[src/rtl/srff_seq_pkg.sv]
// Shared types and elaboration checks for the SR-flop init sequencer.
//   state_e   : controller FSM states.
//   cfg_legal : true when the timing parameters are usable (both widths >= 1
//               and the timer is wide enough to hold the larger of the two).
package srff_seq_pkg;

  typedef enum logic [2:0] {
    StPorHold,
    StPorRec,
    StIdle,
    StGate,
    StAssert,
    StRecover
  } state_e;

  function automatic bit cfg_legal(int unsigned pw_cyc, int unsigned rec_cyc,
                                   int unsigned cnt_w);
    logic [63:0] cap;
    if (cnt_w == 0 || cnt_w > 32) return 1'b0;
    cap = (64'd1 << cnt_w) - 64'd1;
    return (pw_cyc >= 1) && (rec_cyc >= 1) &&
           (64'(pw_cyc) <= cap) && (64'(rec_cyc) <= cap);
  endfunction

endpackage

[src/rtl/srff_seq_strobe_gen.sv]
// Registered per-bit RSTB/SETB strobe generator for the flop bank.
//   clk_i, rst_i : clock, asynchronous active-high reset (forces rstb=0, setb=1)
//   fire_i       : drive strobes from pattern_i/mask_i on the next edge
//   release_i    : return every strobe to 1 on the next edge (wins over fire_i)
//   pattern_i    : target value per bit (1 -> pulse SETB, 0 -> pulse RSTB)
//   mask_i       : 1 = strobe this bit, 0 = keep both strobes high
//   rstb_o/setb_o: active-low async reset/set strobes, both registered
// A bit can only go low on one strobe: masked bits are forced high on both,
// and unmasked bits drive complementary values.
module srff_seq_strobe_gen #(
  parameter int unsigned WIDTH = 8
) (
  input  logic             clk_i,
  input  logic             rst_i,
  input  logic             fire_i,
  input  logic             release_i,
  input  logic [WIDTH-1:0] pattern_i,
  input  logic [WIDTH-1:0] mask_i,
  output logic [WIDTH-1:0] rstb_o,
  output logic [WIDTH-1:0] setb_o
);

  logic [WIDTH-1:0] rstb_d, rstb_q;
  logic [WIDTH-1:0] setb_d, setb_q;

  always_comb begin
    rstb_d = rstb_q;
    setb_d = setb_q;
    if (release_i) begin
      rstb_d = '1;
      setb_d = '1;
    end else if (fire_i) begin
      rstb_d = ~mask_i | pattern_i;
      setb_d = ~mask_i | ~pattern_i;
    end
  end

  // Both strobes change in the same reset event, so the pair is never low together.
  always_ff @(posedge clk_i or posedge rst_i) begin
    if (rst_i) begin
      rstb_q <= '0;
      setb_q <= '1;
    end else begin
      rstb_q <= rstb_d;
      setb_q <= setb_d;
    end
  end

  assign rstb_o = rstb_q;
  assign setb_o = setb_q;

  a_never_both_low : assert property (@(posedge clk_i) ((rstb_q | setb_q) == '1));

endmodule

[src/rtl/srff_init_sequencer.sv]
// Sequences the async set/reset pins of a bank of negedge SR flops.
//   CLK, RST : clock (posedge logic), asynchronous active-high reset
//   START    : request an init sequence (accepted only in IDLE)
//   PATTERN  : per-bit target value, latched with START
//   MASK     : per-bit enable, latched with START
//   RSTB_O   : active-low reset strobes
//   SETB_O   : active-low set strobes
//   CLK_EN   : bank clock-gate enable
//   BUSY     : high whenever not in IDLE
//   DONE     : one-cycle pulse at the end of a START-initiated sequence
// All outputs are registered.
module srff_init_sequencer
  import srff_seq_pkg::*;
#(
  parameter int unsigned WIDTH   = 8,
  parameter int unsigned PW_CYC  = 2,
  parameter int unsigned REC_CYC = 3,
  parameter int unsigned CNT_W   = 4
) (
  input  logic             CLK,
  input  logic             RST,
  input  logic             START,
  input  logic [WIDTH-1:0] PATTERN,
  input  logic [WIDTH-1:0] MASK,
  output logic [WIDTH-1:0] RSTB_O,
  output logic [WIDTH-1:0] SETB_O,
  output logic             CLK_EN,
  output logic             BUSY,
  output logic             DONE
);

  if (!cfg_legal(PW_CYC, REC_CYC, CNT_W)) begin : g_bad_cfg
    $error("srff_init_sequencer: need PW_CYC>=1, REC_CYC>=1, CNT_W holding both");
  end

  // Timed states are entered with (duration - 1) and leave when the timer is 0.
  localparam logic [CNT_W-1:0] PwLoad  = CNT_W'(PW_CYC - 1);
  localparam logic [CNT_W-1:0] RecLoad = CNT_W'(REC_CYC - 1);

  state_e           state_d, state_q;
  logic [CNT_W-1:0] timer_d, timer_q;
  logic [CNT_W-1:0] timer_dec;
  logic [WIDTH-1:0] pattern_d, pattern_q;
  logic [WIDTH-1:0] mask_d, mask_q;
  logic             clk_en_d, clk_en_q;
  logic             busy_d, busy_q;
  logic             done_d, done_q;
  logic             fire, release_all;

  assign timer_dec = (timer_q == '0) ? '0 : timer_q - CNT_W'(1);

  always_comb begin
    state_d     = state_q;
    timer_d     = timer_dec;
    pattern_d   = pattern_q;
    mask_d      = mask_q;
    clk_en_d    = clk_en_q;
    busy_d      = busy_q;
    done_d      = 1'b0;
    fire        = 1'b0;
    release_all = 1'b0;

    case (state_q)
      // Reset leaves the timer at 0 and it cannot be preloaded, so this one
      // state counts up to the last hold edge instead of down.
      StPorHold: begin
        if (timer_q >= PwLoad) begin
          release_all = 1'b1;
          state_d     = StPorRec;
          timer_d     = RecLoad;
        end else begin
          timer_d = timer_q + CNT_W'(1);
        end
      end
      StPorRec: begin
        if (timer_q == '0) begin
          clk_en_d = 1'b1;
          busy_d   = 1'b0;
          state_d  = StIdle;
        end
      end
      StIdle: begin
        timer_d = '0;
        if (START) begin
          pattern_d = PATTERN;
          mask_d    = MASK;
          clk_en_d  = 1'b0;
          busy_d    = 1'b1;
          // Empty mask skips the strobe phase; timer 0 makes RECOVER expire next edge.
          state_d   = (MASK != '0) ? StGate : StRecover;
        end
      end
      StGate: begin
        fire    = 1'b1;
        state_d = StAssert;
        timer_d = PwLoad;
      end
      StAssert: begin
        if (timer_q == '0) begin
          release_all = 1'b1;
          state_d     = StRecover;
          timer_d     = RecLoad;
        end
      end
      StRecover: begin
        if (timer_q == '0) begin
          clk_en_d = 1'b1;
          busy_d   = 1'b0;
          done_d   = 1'b1;
          state_d  = StIdle;
        end
      end
      default: begin
        release_all = 1'b1;
        clk_en_d    = 1'b0;
        busy_d      = 1'b1;
        state_d     = StPorHold;
        timer_d     = '0;
      end
    endcase
  end

  always_ff @(posedge CLK or posedge RST) begin
    if (RST) begin
      state_q   <= StPorHold;
      timer_q   <= '0;
      pattern_q <= '0;
      mask_q    <= '0;
      clk_en_q  <= 1'b0;
      busy_q    <= 1'b1;
      done_q    <= 1'b0;
    end else begin
      state_q   <= state_d;
      timer_q   <= timer_d;
      pattern_q <= pattern_d;
      mask_q    <= mask_d;
      clk_en_q  <= clk_en_d;
      busy_q    <= busy_d;
      done_q    <= done_d;
    end
  end

  srff_seq_strobe_gen #(
    .WIDTH(WIDTH)
  ) u_strobe_gen (
    .clk_i    (CLK),
    .rst_i    (RST),
    .fire_i   (fire),
    .release_i(release_all),
    .pattern_i(pattern_q),
    .mask_i   (mask_q),
    .rstb_o   (RSTB_O),
    .setb_o   (SETB_O)
  );

  assign CLK_EN = clk_en_q;
  assign BUSY   = busy_q;
  assign DONE   = done_q;

endmodule

[config.mk]
export PLATFORM = sky130hd
export DESIGN_NAME = srff_init_sequencer
export DESIGN_NICKNAME = d
export VERILOG_FILES = /design/src/rtl/srff_seq_pkg.sv /design/src/rtl/srff_seq_strobe_gen.sv /design/src/rtl/srff_init_sequencer.sv
export SDC_FILE = /design/constraint.sdc
export NUM_CORES = 1
export LEC_CHECK = 0
export ABC_AREA = 1
export CORE_ASPECT_RATIO = 0.6
export CORE_MARGIN = 2
export CORE_UTILIZATION = 62
export CTS_CLUSTER_DIAMETER = 80
export CTS_CLUSTER_SIZE = 40
export DETAILED_ROUTE_END_ITERATION = 8
export DONT_BUFFER_PORTS = 1
export PLACE_DENSITY = 0.78
export SLEW_MARGIN = 5
export SYNTH_ARGS = -nofsm -noshare
export SYNTH_HDL_FRONTEND = slang
export SYNTH_SLANG_ARGS = --single-unit
[constraint.sdc]
create_clock -name CLK -period 1.91 [get_ports CLK]
set_input_delay 0.2865 -clock CLK [delete_from_list [all_inputs] [get_ports CLK]]
set_output_delay 0.2865 -clock CLK [all_outputs]
set_load 0.05 [all_outputs]
# Word-level counts from Yosys, hierarchy flattened
# Index checks and enable logic that the tools add are counted.
# word_totals
reg_bits	42
inputBits	19
out_inout_bits	19
word_cells	61
# classes
addsub	2
n_lt_le_gt_ge	1
n_eq_ne	9
mux	25
bitwise	5
reduce_logical	10
# ops
op	n
8-bit 2-to-1 mux	4
8-bit NOT	2
8-bit bitwise OR	2
4-bit case mux with 4 select lines	1
3-bit 2-to-1 mux	5
3-bit case mux with 5 select lines	1
4-bit 2-to-1 mux	3
1-bit case mux with 3 select lines	3
1-bit 2-to-1 mux	8
8-bit nonzero test	1
3-bit by 2-bit == test with 1-bit output (second input constant)	2
3-bit == test (second input constant)	2
2-bit inequality test (second input constant)	3
4-bit by 1-bit adder with 4-bit output (second input constant)	1
4-bit by 1-bit >= comparator with 1-bit output (second input constant)	1
4-bit zero test	1
4-bit AND reduction	1
4-bit OR reduction	1
4-bit by 1-bit subtractor with 4-bit output (second input constant)	1
3-bit by 1-bit == test with 1-bit output (second input constant)	1
3-bit zero test	1
3-bit AND reduction	1
3-bit OR reduction	1
2-bit by 1-bit inequality test with 1-bit output (second input constant)	1
other kinds (4)	4

# Longest topological paths before layout
# Gate-level depths: netlist (run 1).
# depth
depth_word	4
ltp_mapped	9
ltp_nobuf	9

# Hierarchy
# A second synthesis (run 1) with hierarchy kept.
# unflattened
hier_cells	268
area_unflattened_um2	2103.3
# modules_own_cells
mod	instances	cells_per_inst	area_each_um2	seq_area_each_um2
srff_init_sequencer	1	173	1348.8	651.9
srff_seq_strobe_gen	1	95	754.5	410.4

# Worst setup path after synthesis (run 1)
# Ideal clock, no wire load.
# synth_timing
path_kind	reg-to-reg
from	register timer_q[0]
to	register u_strobe_gen.rstb_q[0], in the netlist u_strobe_gen.rstb_o[0]
setup_time_ps	128
arrival_time_ps	1277
setup_slack_ps	505
stages_incl_launch_ff	9
n_path_buf	1
synth_period_minus_slack_ps	1405
cell_sequence	dfrtp_1 -> inv_1 -> ha_1 -> nand3_1 -> nand2_1 -> inv_2 -> nor2_4 -> buf_4 -> nand3_1
# synth_between
elab_chain_cells	4
# synth_rtl
element	line	source
start, declared	srff_init_sequencer.sv:41	logic [CNT_W-1:0] timer_d, timer_q;
start signal, assigned	srff_init_sequencer.sv:134	timer_q <= timer_d;
4-bit by 1-bit >= comparator with 1-bit output / 4-bit zero test (equally long branches)	srff_init_sequencer.sv:67, srff_init_sequencer.sv:99	
1-bit 2-to-1 mux (on tied branches)	srff_init_sequencer.sv:67, srff_init_sequencer.sv:99	
1-bit case mux with 3 select lines *	srff_init_sequencer.sv:63	case (state_q)
8-bit 2-to-1 mux / 2-bit nonzero test (equally long branches)	n/a	
end signal, assigned	srff_seq_strobe_gen.sv:44	rstb_q <= rstb_d;
end, declared	srff_seq_strobe_gen.sv:23	logic [WIDTH-1:0] rstb_d, rstb_q;
# Every way passes the cells marked *; elsewhere a longest branch is shown, timed or not.
# A chain may end at the register's enable or synchronous reset.

# Worst setup path after layout (run 1)
# layout_timing
from	register state_q[2]
to	register mask_q[7]
# layout_between
elab_chain_cells	2
# layout_rtl
element	line	source
start, declared	srff_init_sequencer.sv:40	state_e state_d, state_q;
start signal, assigned	srff_init_sequencer.sv:125	state_q <= StPorHold;
start signal, assigned	srff_init_sequencer.sv:133	state_q <= state_d;
3-bit by 2-bit == test with 1-bit output	srff_init_sequencer.sv:63	
2-bit AND reduction (no line)	n/a	
end signal, assigned	srff_init_sequencer.sv:136	mask_q <= mask_d;
end, declared	srff_init_sequencer.sv:44	logic [WIDTH-1:0] mask_d, mask_q;
# Every way passes these cells.

==> flow_metrics.env, run 1 <==
export IMPL_status="finished, violations left"
export IMPL_violations="hold timing"
export IMPL_pre_cts_ws_ps=298
export IMPL_start_kind="flip-flop"
export IMPL_cts_tree="yes"
export IMPL_nNetsFinal=259
export IMPL_die_y_um=47.2
export IMPL_drt_antenna_violating_nets=0
export IMPL_hold_worst_slack_ps=-2.85
export IMPL_worst_ep_required_time_ps=2070
export IMPL_post_route_util_pct=71.0
export IMPL_place_area_sq_mm=0.00197
export IMPL_p_per_area_mw_per_mm2=1920
export IMPL_rsz0062_at_grt="no"
export IMPL_vias=1541
export IMPL_synth_simple_area_share_pct=28.6
export IMPL_synth_top_family_by_area="simple AND/OR/NAND/NOR gates"
export IMPL_setup_slack_ps=254
export IMPL_synthMuxAreaShare_pct=0
export IMPL_layout_common_cells="nand2_1, dfrtp_1, nand3_1, nor2_1, inv_1"
export IMPL_ys_top_cells_by_area="dfrtp_1, nand2_1, dfstp_2, nand3_1, nor2_1"
export IMPL_timing_final_max_slew_violations=0
export IMPL_remaining_drc_errors=0
export IMPL_grt_overflow_total=0
export IMPL_synth_edf_count=0
export IMPL_fmax_ghz=0.604
export IMPL_worst_slew_pin_slew_ps=707
export IMPL_clock_latency_ps=300
export IMPL_r2r_cells=6
export IMPL_worstPathMaxFanout=23
export IMPL_final_common_cell="nand2_1"
export IMPL_cts_max_path_buffers=2
export IMPL_syn_avg_cell_area_sq_um=8.25
export IMPL_die_w_um=76.0
export IMPL_ys_async_sr_fraction_pct=100
export IMPL_first_iter_violations=130
export IMPL_viasPerCell=5.50
export IMPL_ys_ff_latch=42
export IMPL_seq_area_sq_mm=0.00106
export IMPL_root_buffer="clkbuf_8"
export IMPL_rows=15
export IMPL_syn_to_final_growth_pct=6.93
export IMPL_final_hold_viol_count=1
export IMPL_cts_inserted_buffers=5
export IMPL_die_area_sq_mm=0.00359
export IMPL_grt_max_degree=43
export IMPL_cts_setup_buffers=0
export IMPL_r2r_slack_ps=250
export IMPL_dr_pass1_iters=4
export IMPL_ys_seq_area_share_pct=55.0
export IMPL_clkSinkCount=42
export IMPL_globalplace_congestion=0.829
export IMPL_place_port_buffers=0
export IMPL_setup_viol=0
export IMPL_worstReg2RegStart="state_q[2]$_DFFE_PP0P_"
export IMPL_power_total_mw=3.97
export IMPL_synth_nets=256
export IMPL_syn_cell_area_sq_mm=0.00193
export IMPL_htreeDepth=2
export IMPL_synth_xor_area_share_pct=1.36
export IMPL_fin_crit_ps=1660
export IMPL_fillers=226
export IMPL_placedCellCount=272
export IMPL_diodes=0
export IMPL_dp_hpwl_um=2910
export IMPL_peakVddDrop_mv=1.16
export IMPL_fin_crit_sh_pct=86.7
export IMPL_post_synth_fa_ha_maj_area_fraction_pct=1.94
export IMPL_design_area_sq_mm=0.00206
export IMPL_max_stage_delay_ps=440
export IMPL_clk_pin_slew_ps=80
export IMPL_syn_instance_count=234
export IMPL_synth_top_cell_by_area="dfrtp_1"
export IMPL_final_cells=280
export IMPL_fin_worst_skew_ps=7.64
export IMPL_grt_pass1_vias=1506
export IMPL_critPathKind="flip-flop to flip-flop"
export IMPL_drive_above_1_share_pct=12.2
export IMPL_arrival_ps=1820
export IMPL_final_setup_tns_ps=0
export IMPL_synth_flop_cell="dfrtp_1"
export IMPL_global_route_usage_total_pct=25.5
export IMPL_crit_chain="inv_2 > nand2_2 > nor2_2 > nand2_1 > nor2_1 > a21oi_1"
export IMPL_core_sq_mm=0.00291
export IMPL_start_util_pct=66.4
export IMPL_synth_top_area_share_pct=42.8
export IMPL_drt_wirelength_per_cell_um=15.1
export IMPL_ys_types=21
export IMPL_cap_violations=0
export IMPL_crit_path_end_kind="flip-flop"
export IMPL_antenna_found_initial=0
export IMPL_synth_warnings=0
export IMPL_slowest_stage="dfrtp_1"
export IMPL_cts_resized=0
export IMPL_hp_class="primary input to asynchronous set/reset pin"
export IMPL_holdBufCountCts=0
export IMPL_p_leak_nw=1.02
export IMPL_rr_endpoint="mask_q[7]$_DFFE_PP0P_"
export IMPL_synth_compound_area_share_pct=7.13
export IMPL_slew_headroom_pct=52.8
export IMPL_grt_pass1_wl_um=6820
export IMPL_routed_wl_um=4220
export IMPL_pin_count=38
export IMPL_multiInputGateArea_sq_um=753
-- worst max-delay path: cells and delay by family, from the launching register on --
kind	cells	cell delay (ps)
flip-flops	1	440
AO/OA/AOI/OAI	1	60
buffers and inverters	1	120
AND/OR/NAND/NOR	4	890
-- sequential cells by signal, summed over array words and instances (netlist names) --
name / flops
mask_q: 8
pattern_q: 8
u_strobe_gen.rstb_o: 8
u_strobe_gen.setb_o: 8
timer_q: 4
state_q: 3
BUSY: 1
CLK_EN: 1
DONE: 1
-- worst max path at each step --
stage	from	to	slack [ps]	cells after the start
floorplan	timer_q[0]$_DFF_PP0_	u_strobe_gen.rstb_o[0]$_DFFE_PP0P_	510	8
CTS	timer_q[0]$_DFF_PP0_	u_strobe_gen.rstb_o[0]$_DFFE_PP0P_	260	6
global placement	timer_q[0]$_DFF_PP0_	u_strobe_gen.rstb_o[0]$_DFFE_PP0P_	310	6
detailed placement	timer_q[0]$_DFF_PP0_	u_strobe_gen.rstb_o[0]$_DFFE_PP0P_	300	6
global route	state_q[2]$_DFFE_PP0P_	pattern_q[1]$_DFFE_PP0P_	80	6
finish	state_q[2]$_DFFE_PP0P_	mask_q[7]$_DFFE_PP0P_	250	6
-- metal layers --
metal / vias up / global-route usage [%] / wire (um)
met5: - / 0 / 0
met4: 0 / 9.09 / 66
met3: 10 / 9.42 / 421
met2: 71 / 42.5 / 1900
met1: 718 / 32.1 / 1840
li1: 742 / - / -
-- logic make-up after synthesis --
kind of cell	after synthesis
flip-flops	42
XOR/XNOR	3
AO/OA/AOI/OAI	27
AND/OR/NAND/NOR	131
adder cells (fa/ha/maj)	3
buffers and inverters	28
-- synth_stat cells (3+ instances only) --
master    n
a21oi_1   8
buf_2     5
dfrtp_1  33
dfstp_2   9
ha_1      3
inv_1    16
inv_2     5
nand2_1  79
nand3_1  27
nor2_1   18
o21ai_0  12
o21ai_1   5
xnor2_1   3
-- cell type report --
cell class | count | share of cell area, %
flip-flops and latches | 42 | 51.5
multi-input cells | 164 | 36.5
clock buffers | 6 | 4.00
inverters | 21 | 3.82
well taps | 42 | 2.55
repair buffers | 3 | 1.09
clock inverters | 2 | 0.606
-- power by group --
group,switching [mW],total (mW),internal [mW]
logic,0.885,1.33,0.445
registers,0.743,2.04,1.30
clock network,0.303,0.594,0.290
total,1.93,3.97,2.03
Power figures use the tool's default switching activity.
==> run 2, diff against run 1 <==
--- a/config.mk
+++ b/config.mk
@@ -7,9 +7,9 @@
 export LEC_CHECK = 0
 export ABC_AREA = 1
 export CORE_ASPECT_RATIO = 0.6
-export CORE_MARGIN = 2
+export CORE_MARGIN = 1.5
 export CORE_UTILIZATION = 62
-export CTS_CLUSTER_DIAMETER = 80
+export CTS_CLUSTER_DIAMETER = 200
 export CTS_CLUSTER_SIZE = 40
 export DETAILED_ROUTE_END_ITERATION = 8
 export DONT_BUFFER_PORTS = 1
==> flow_metrics.env, run 2 (synthesis gave the netlist of run 1 again) <==
export IMPL_routed_wl_um=3930
export IMPL_grt_max_degree=43
export IMPL_grt_pass1_vias=1441
export IMPL_nNetsFinal=261
export IMPL_grt_overflow_total=0
export IMPL_clock_latency_ps=290
export IMPL_critPathKind="flip-flop to flip-flop"
export IMPL_clkSinkCount=42
export IMPL_worst_slew_pin_slew_ps=499
export IMPL_global_route_usage_total_pct=26.3
export IMPL_hold_worst_slack_ps=7.76
export IMPL_pin_count=38
export IMPL_die_y_um=46.2
export IMPL_post_route_util_pct=71.4
export IMPL_clk_pin_slew_ps=70
export IMPL_timing_final_max_slew_violations=0
export IMPL_core_sq_mm=0.00291
export IMPL_worstReg2RegStart="timer_q[0]$_DFF_PP0_"
export IMPL_p_per_area_mw_per_mm2=1900
export IMPL_p_leak_nw=1.03
export IMPL_cts_setup_buffers=0
export IMPL_rsz0062_at_grt="no"
export IMPL_critPathTopFamily="simple AND/OR/NAND/NOR gates"
export IMPL_setup_slack_ps=271
export IMPL_slew_headroom_pct=66.7
export IMPL_rows=15
export IMPL_root_buffer="clkbuf_8"
export IMPL_holdBufCountCts=0
export IMPL_diodes=0
export IMPL_crit_buf_inv=1
export IMPL_slowest_stage="dfrtp_1"
export IMPL_final_setup_tns_ps=0
export IMPL_peakVddDrop_mv=1.03
export IMPL_fillers=227
export IMPL_cap_violations=0
export IMPL_seq_area_sq_mm=0.00106
export IMPL_syn_to_final_growth_pct=7.52
export IMPL_worstPathMaxFanout=16
export IMPL_max_stage_delay_ps=400
export IMPL_htreeDepth=2
export IMPL_fin_worst_skew_ps=5.30
export IMPL_viasPerCell=5.34
export IMPL_crit_path_end_kind="flip-flop"
export IMPL_design_area_sq_mm=0.00208
export IMPL_antenna_found_initial=0
export IMPL_grt_pass1_wl_um=6460
export IMPL_final_common_cell="nand2_1"
export IMPL_vias=1505
export IMPL_fin_crit_sh_pct=85.8
export IMPL_drt_wirelength_per_cell_um=13.9
export IMPL_crit_chain="inv_1 > ha_1 > nand2_1 > o22ai_1 > nor2_4 > nand3_1"
export IMPL_hp_class="primary input to asynchronous set/reset pin"
export IMPL_place_area_sq_mm=0.00198
export IMPL_cts_resized=0
export IMPL_worst_ep_required_time_ps=2060
export IMPL_layout_common_cells="nand2_1, dfrtp_1, nand3_1, nor2_1, inv_1"
export IMPL_final_hold_viol_count=0
export IMPL_cts_tree="yes"
export IMPL_place_port_buffers=0
export IMPL_die_area_sq_mm=0.00347
export IMPL_setup_viol=0
export IMPL_start_util_pct=66.4
export IMPL_fmax_ghz=0.610
export IMPL_remaining_drc_errors=0
export IMPL_pre_cts_ws_ps=279
export IMPL_die_w_um=75.0
export IMPL_start_kind="flip-flop"
export IMPL_rr_endpoint="u_strobe_gen.rstb_o[7]$_DFFE_PP0P_"
export IMPL_cts_inserted_buffers=5
export IMPL_status="finished, final reports clean"
export IMPL_multiInputGateArea_sq_um=753
export IMPL_arrival_ps=1790
export IMPL_r2r_slack_ps=270
export IMPL_cp_num_cells=6
export IMPL_dp_hpwl_um=2940
export IMPL_drt_antenna_violating_nets=0
export IMPL_dr_pass1_iters=4
export IMPL_first_iter_violations=98
export IMPL_fin_crit_ps=1640
export IMPL_cts_max_path_buffers=2
export IMPL_r2r_cells=6
export IMPL_globalplace_congestion=0.830
export IMPL_drive_above_1_share_pct=12.5
## run 2: metrics by stage
step	cells	power [mW]
after floorplan	234	3.04
after global placement	274	3.28
after detailed placement	274	3.37
after CTS	282	3.95
after global routing	282	4.25
final	282	3.94
## run 2: metal layers
| metal | wire (um) | global-route usage, % | share of wire, % |
|---|---|---|---|
| met1 | 1760 | 35.1 | 45 |
| met5 | 0 | 0 | 0 |
| met2 | 1800 | 40.0 | 46 |
| met4 | 37 | 9.82 | 0.94 |
| met3 | 330 | 9.19 | 8.4 |
## run 2: how the worst max path moves through the flow
stage / endpoint / slack, ps / from
detailed placement: u_strobe_gen.rstb_o[7]$_DFFE_PP0P_ / 280 / timer_q[0]$_DFF_PP0_
finish: u_strobe_gen.rstb_o[7]$_DFFE_PP0P_ / 270 / timer_q[0]$_DFF_PP0_
global placement: u_strobe_gen.rstb_o[7]$_DFFE_PP0P_ / 400 / timer_q[0]$_DFF_PP0_
floorplan: u_strobe_gen.rstb_o[0]$_DFFE_PP0P_ / 510 / timer_q[0]$_DFF_PP0_
CTS: u_strobe_gen.rstb_o[7]$_DFFE_PP0P_ / 270 / timer_q[0]$_DFF_PP0_
global route: u_strobe_gen.rstb_o[0]$_DFFE_PP0P_ / 140 / timer_q[0]$_DFF_PP0_
## run 2: area by class of cell
class	count	share of cell area (%)
multi-input combinational	164	36.3
tap	42	2.53
inverter	21	3.80
clock inverter	1	0.241
sequential	42	51.2
clock buffer	7	4.16
timing repair buffer	5	1.81
## run 2: power by group
group | total, mW | leakage (nW) | switching (mW) | internal (mW)
registers | 2.03 | 0.472 | 0.730 | 1.30
clock network | 0.571 | 0.0482 | 0.280 | 0.291
logic | 1.34 | 0.508 | 0.880 | 0.458
==> run 3, diff against run 2 <==
--- a/config.mk
+++ b/config.mk
@@ -6,7 +6,6 @@
 export NUM_CORES = 1
 export LEC_CHECK = 0
 export ABC_AREA = 1
-export CORE_ASPECT_RATIO = 0.6
 export CORE_MARGIN = 1.5
 export CORE_UTILIZATION = 62
 export CTS_CLUSTER_DIAMETER = 200
==> flow_metrics.env, run 3 (synthesis gave the netlist of run 1 again) <==
export IMPL_critPathKind="flip-flop to flip-flop"
export IMPL_combPwrFrac_pct=33.4
export IMPL_fin_worst_skew_ps=14.2
export IMPL_diodes=0
export IMPL_crit_path_end_kind="flip-flop"
export IMPL_grt_overflow_total=0
export IMPL_timing_final_max_slew_violations=0
export IMPL_worst_slew_pin_slew_ps=534
export IMPL_cts_tree="yes"
export IMPL_final_setup_tns_ps=0
export IMPL_globalplace_congestion=0.814
export IMPL_core_sq_mm=0.00300
export IMPL_p_per_area_mw_per_mm2=1890
export IMPL_hold_worst_slack_ps=57.7
export IMPL_p_leak_nw=1.01
export IMPL_arrival_ps=1810
export IMPL_clk_pin_slew_ps=120
export IMPL_nNetsFinal=260
export IMPL_swShare_pct=47.7
export IMPL_final_common_cell="nand2_1"
export IMPL_start_util_pct=64.3
export IMPL_pin_count=38
export IMPL_die_y_um=58.8
export IMPL_worstPathMaxFanout=16
export IMPL_drive_above_1_share_pct=11.3
export IMPL_fmax_ghz=0.628
export IMPL_syn_to_final_growth_pct=5.83
export IMPL_cts_setup_buffers=0
export IMPL_rsz0062_at_grt="no"
export IMPL_design_area_sq_mm=0.00204
export IMPL_root_buffer="clkbuf_4"
export IMPL_rows=20
export IMPL_power_switching_mw=1.84
export IMPL_die_area_sq_mm=0.00346
export IMPL_clockPowerShare_pct=14.2
export IMPL_p_seq_share_pct=52.4
export IMPL_vias=1487
export IMPL_slew_headroom_pct=64.3
export IMPL_die_w_um=58.8
export IMPL_grt_pass1_wl_um=6330
export IMPL_routed_wl_um=3750
export IMPL_fillers=266
export IMPL_remaining_drc_errors=0
export IMPL_dp_hpwl_um=2650
export IMPL_global_route_usage_total_pct=25.1
export IMPL_grt_pass1_vias=1394
export IMPL_drt_antenna_violating_nets=0
export IMPL_layout_common_cells="nand2_1, dfrtp_1, nand3_1, nor2_1, inv_1"
export IMPL_fin_crit_sh_pct=83.4
export IMPL_r2r_slack_ps=320
export IMPL_internal_power_mw=2.02
export IMPL_hp_class="primary input to flip-flop"
export IMPL_place_port_buffers=0
export IMPL_setup_viol=0
export IMPL_worst_ep_required_time_ps=2130
export IMPL_htreeDepth=2
export IMPL_cap_violations=0
export IMPL_status="finished, final reports clean"
export IMPL_clkSinkCount=42
export IMPL_cts_inserted_buffers=5
export IMPL_cts_max_path_buffers=2
export IMPL_antenna_found_initial=0
export IMPL_grt_max_degree=43
export IMPL_peakVddDrop_mv=1.05
export IMPL_viasPerCell=5.47
export IMPL_dr_pass1_iters=4
export IMPL_place_area_sq_mm=0.00196
export IMPL_final_hold_viol_count=0
export IMPL_drt_wirelength_per_cell_um=13.8
export IMPL_fin_crit_ps=1590
export IMPL_clock_latency_ps=350
export IMPL_start_kind="flip-flop"
export IMPL_first_iter_violations=99
run 3: cell count changes in the layout (fill, tap and decap cells not counted), sizes merged:
cell	change
buf	-2
dlygate4sd3	+1
bufinv	+1
clkinv	-1
run 3: what timing repair did:
action,CTS,global route
endpoints found under the hold margin,33,0
hold buffers,1,0
gates resized for setup,0,0
run 3: per-layer routing:
metal	vias to the layer above	wire (um)	GRT usage (%)
li1	750	-	-
met1	693	1630	33.7
met2	40	1860	38.4
met3	4	224	8.79
met4	0	39	8.12
met5	-	0	0
run 3: worst max-delay path: stages (launching register included):
cell	delay (ps)
dfrtp_1	410
inv_1	70
ha_1	240
nand2_1	160
o22ai_1	140
nor2_4	320
nand3_1	110
run 3: path summary, 6_finish.rpt:
kind	end	depth (start not counted)	startpoint
worst min-delay path	mask_q[4]$_DFFE_PP0P_	2	MASK[4]
max in group asynchronous	u_strobe_gen.setb_o[4]$_DFFE_PP1P_	3	RST
worst max register to register	u_strobe_gen.rstb_o[7]$_DFFE_PP0P_	6	timer_q[0]$_DFF_PP0_
worst min register to register	pattern_q[0]$_DFFE_PP0P_	2	pattern_q[0]$_DFFE_PP0P_
min in group asynchronous	CLK_EN$_DFFE_PP0P_	3	RST
worst max-delay path	u_strobe_gen.rstb_o[7]$_DFFE_PP0P_	6	timer_q[0]$_DFF_PP0_
run 3: per-stage QoR:
stage / cells / util (%) / worst slack [ps] / total power [mW]
5_1_grt: 272 / 68.0 / 151 / 4.17
3_3_place_gp: 263 / 65.2 / 373 / 3.28
6_report: 272 / 68.0 / 317 / 3.86
4_1_cts: 272 / 68.0 / 320 / 3.87
2_1_floorplan: 234 / - / 505 / 3.04
3_5_place_dp: 263 / 65.2 / 340 / 3.32
run 3: area by class of cell:
class	instances	area, sq um	share of cell area [%]
clock buffer	7	45.0	2.20
inverter	21	78.8	3.86
sequential	42	1060	52.0
tap	33	41.3	2.02
multi-input combinational	164	753	36.9
timing repair buffer	4	32.5	1.59
clock inverter	1	30.0	1.47
run 3: power groups by stage:
stage / logic, mW / clock network (mW) / registers [mW]
2_1_floorplan: 1.08 / 0 / 1.97
3_3_place_gp: 1.25 / 0 / 2.03
3_5_place_dp: 1.28 / 0 / 2.04
4_1_cts: 1.29 / 0.560 / 2.02
5_1_grt: 1.50 / 0.599 / 2.07
6_report: 1.29 / 0.548 / 2.02
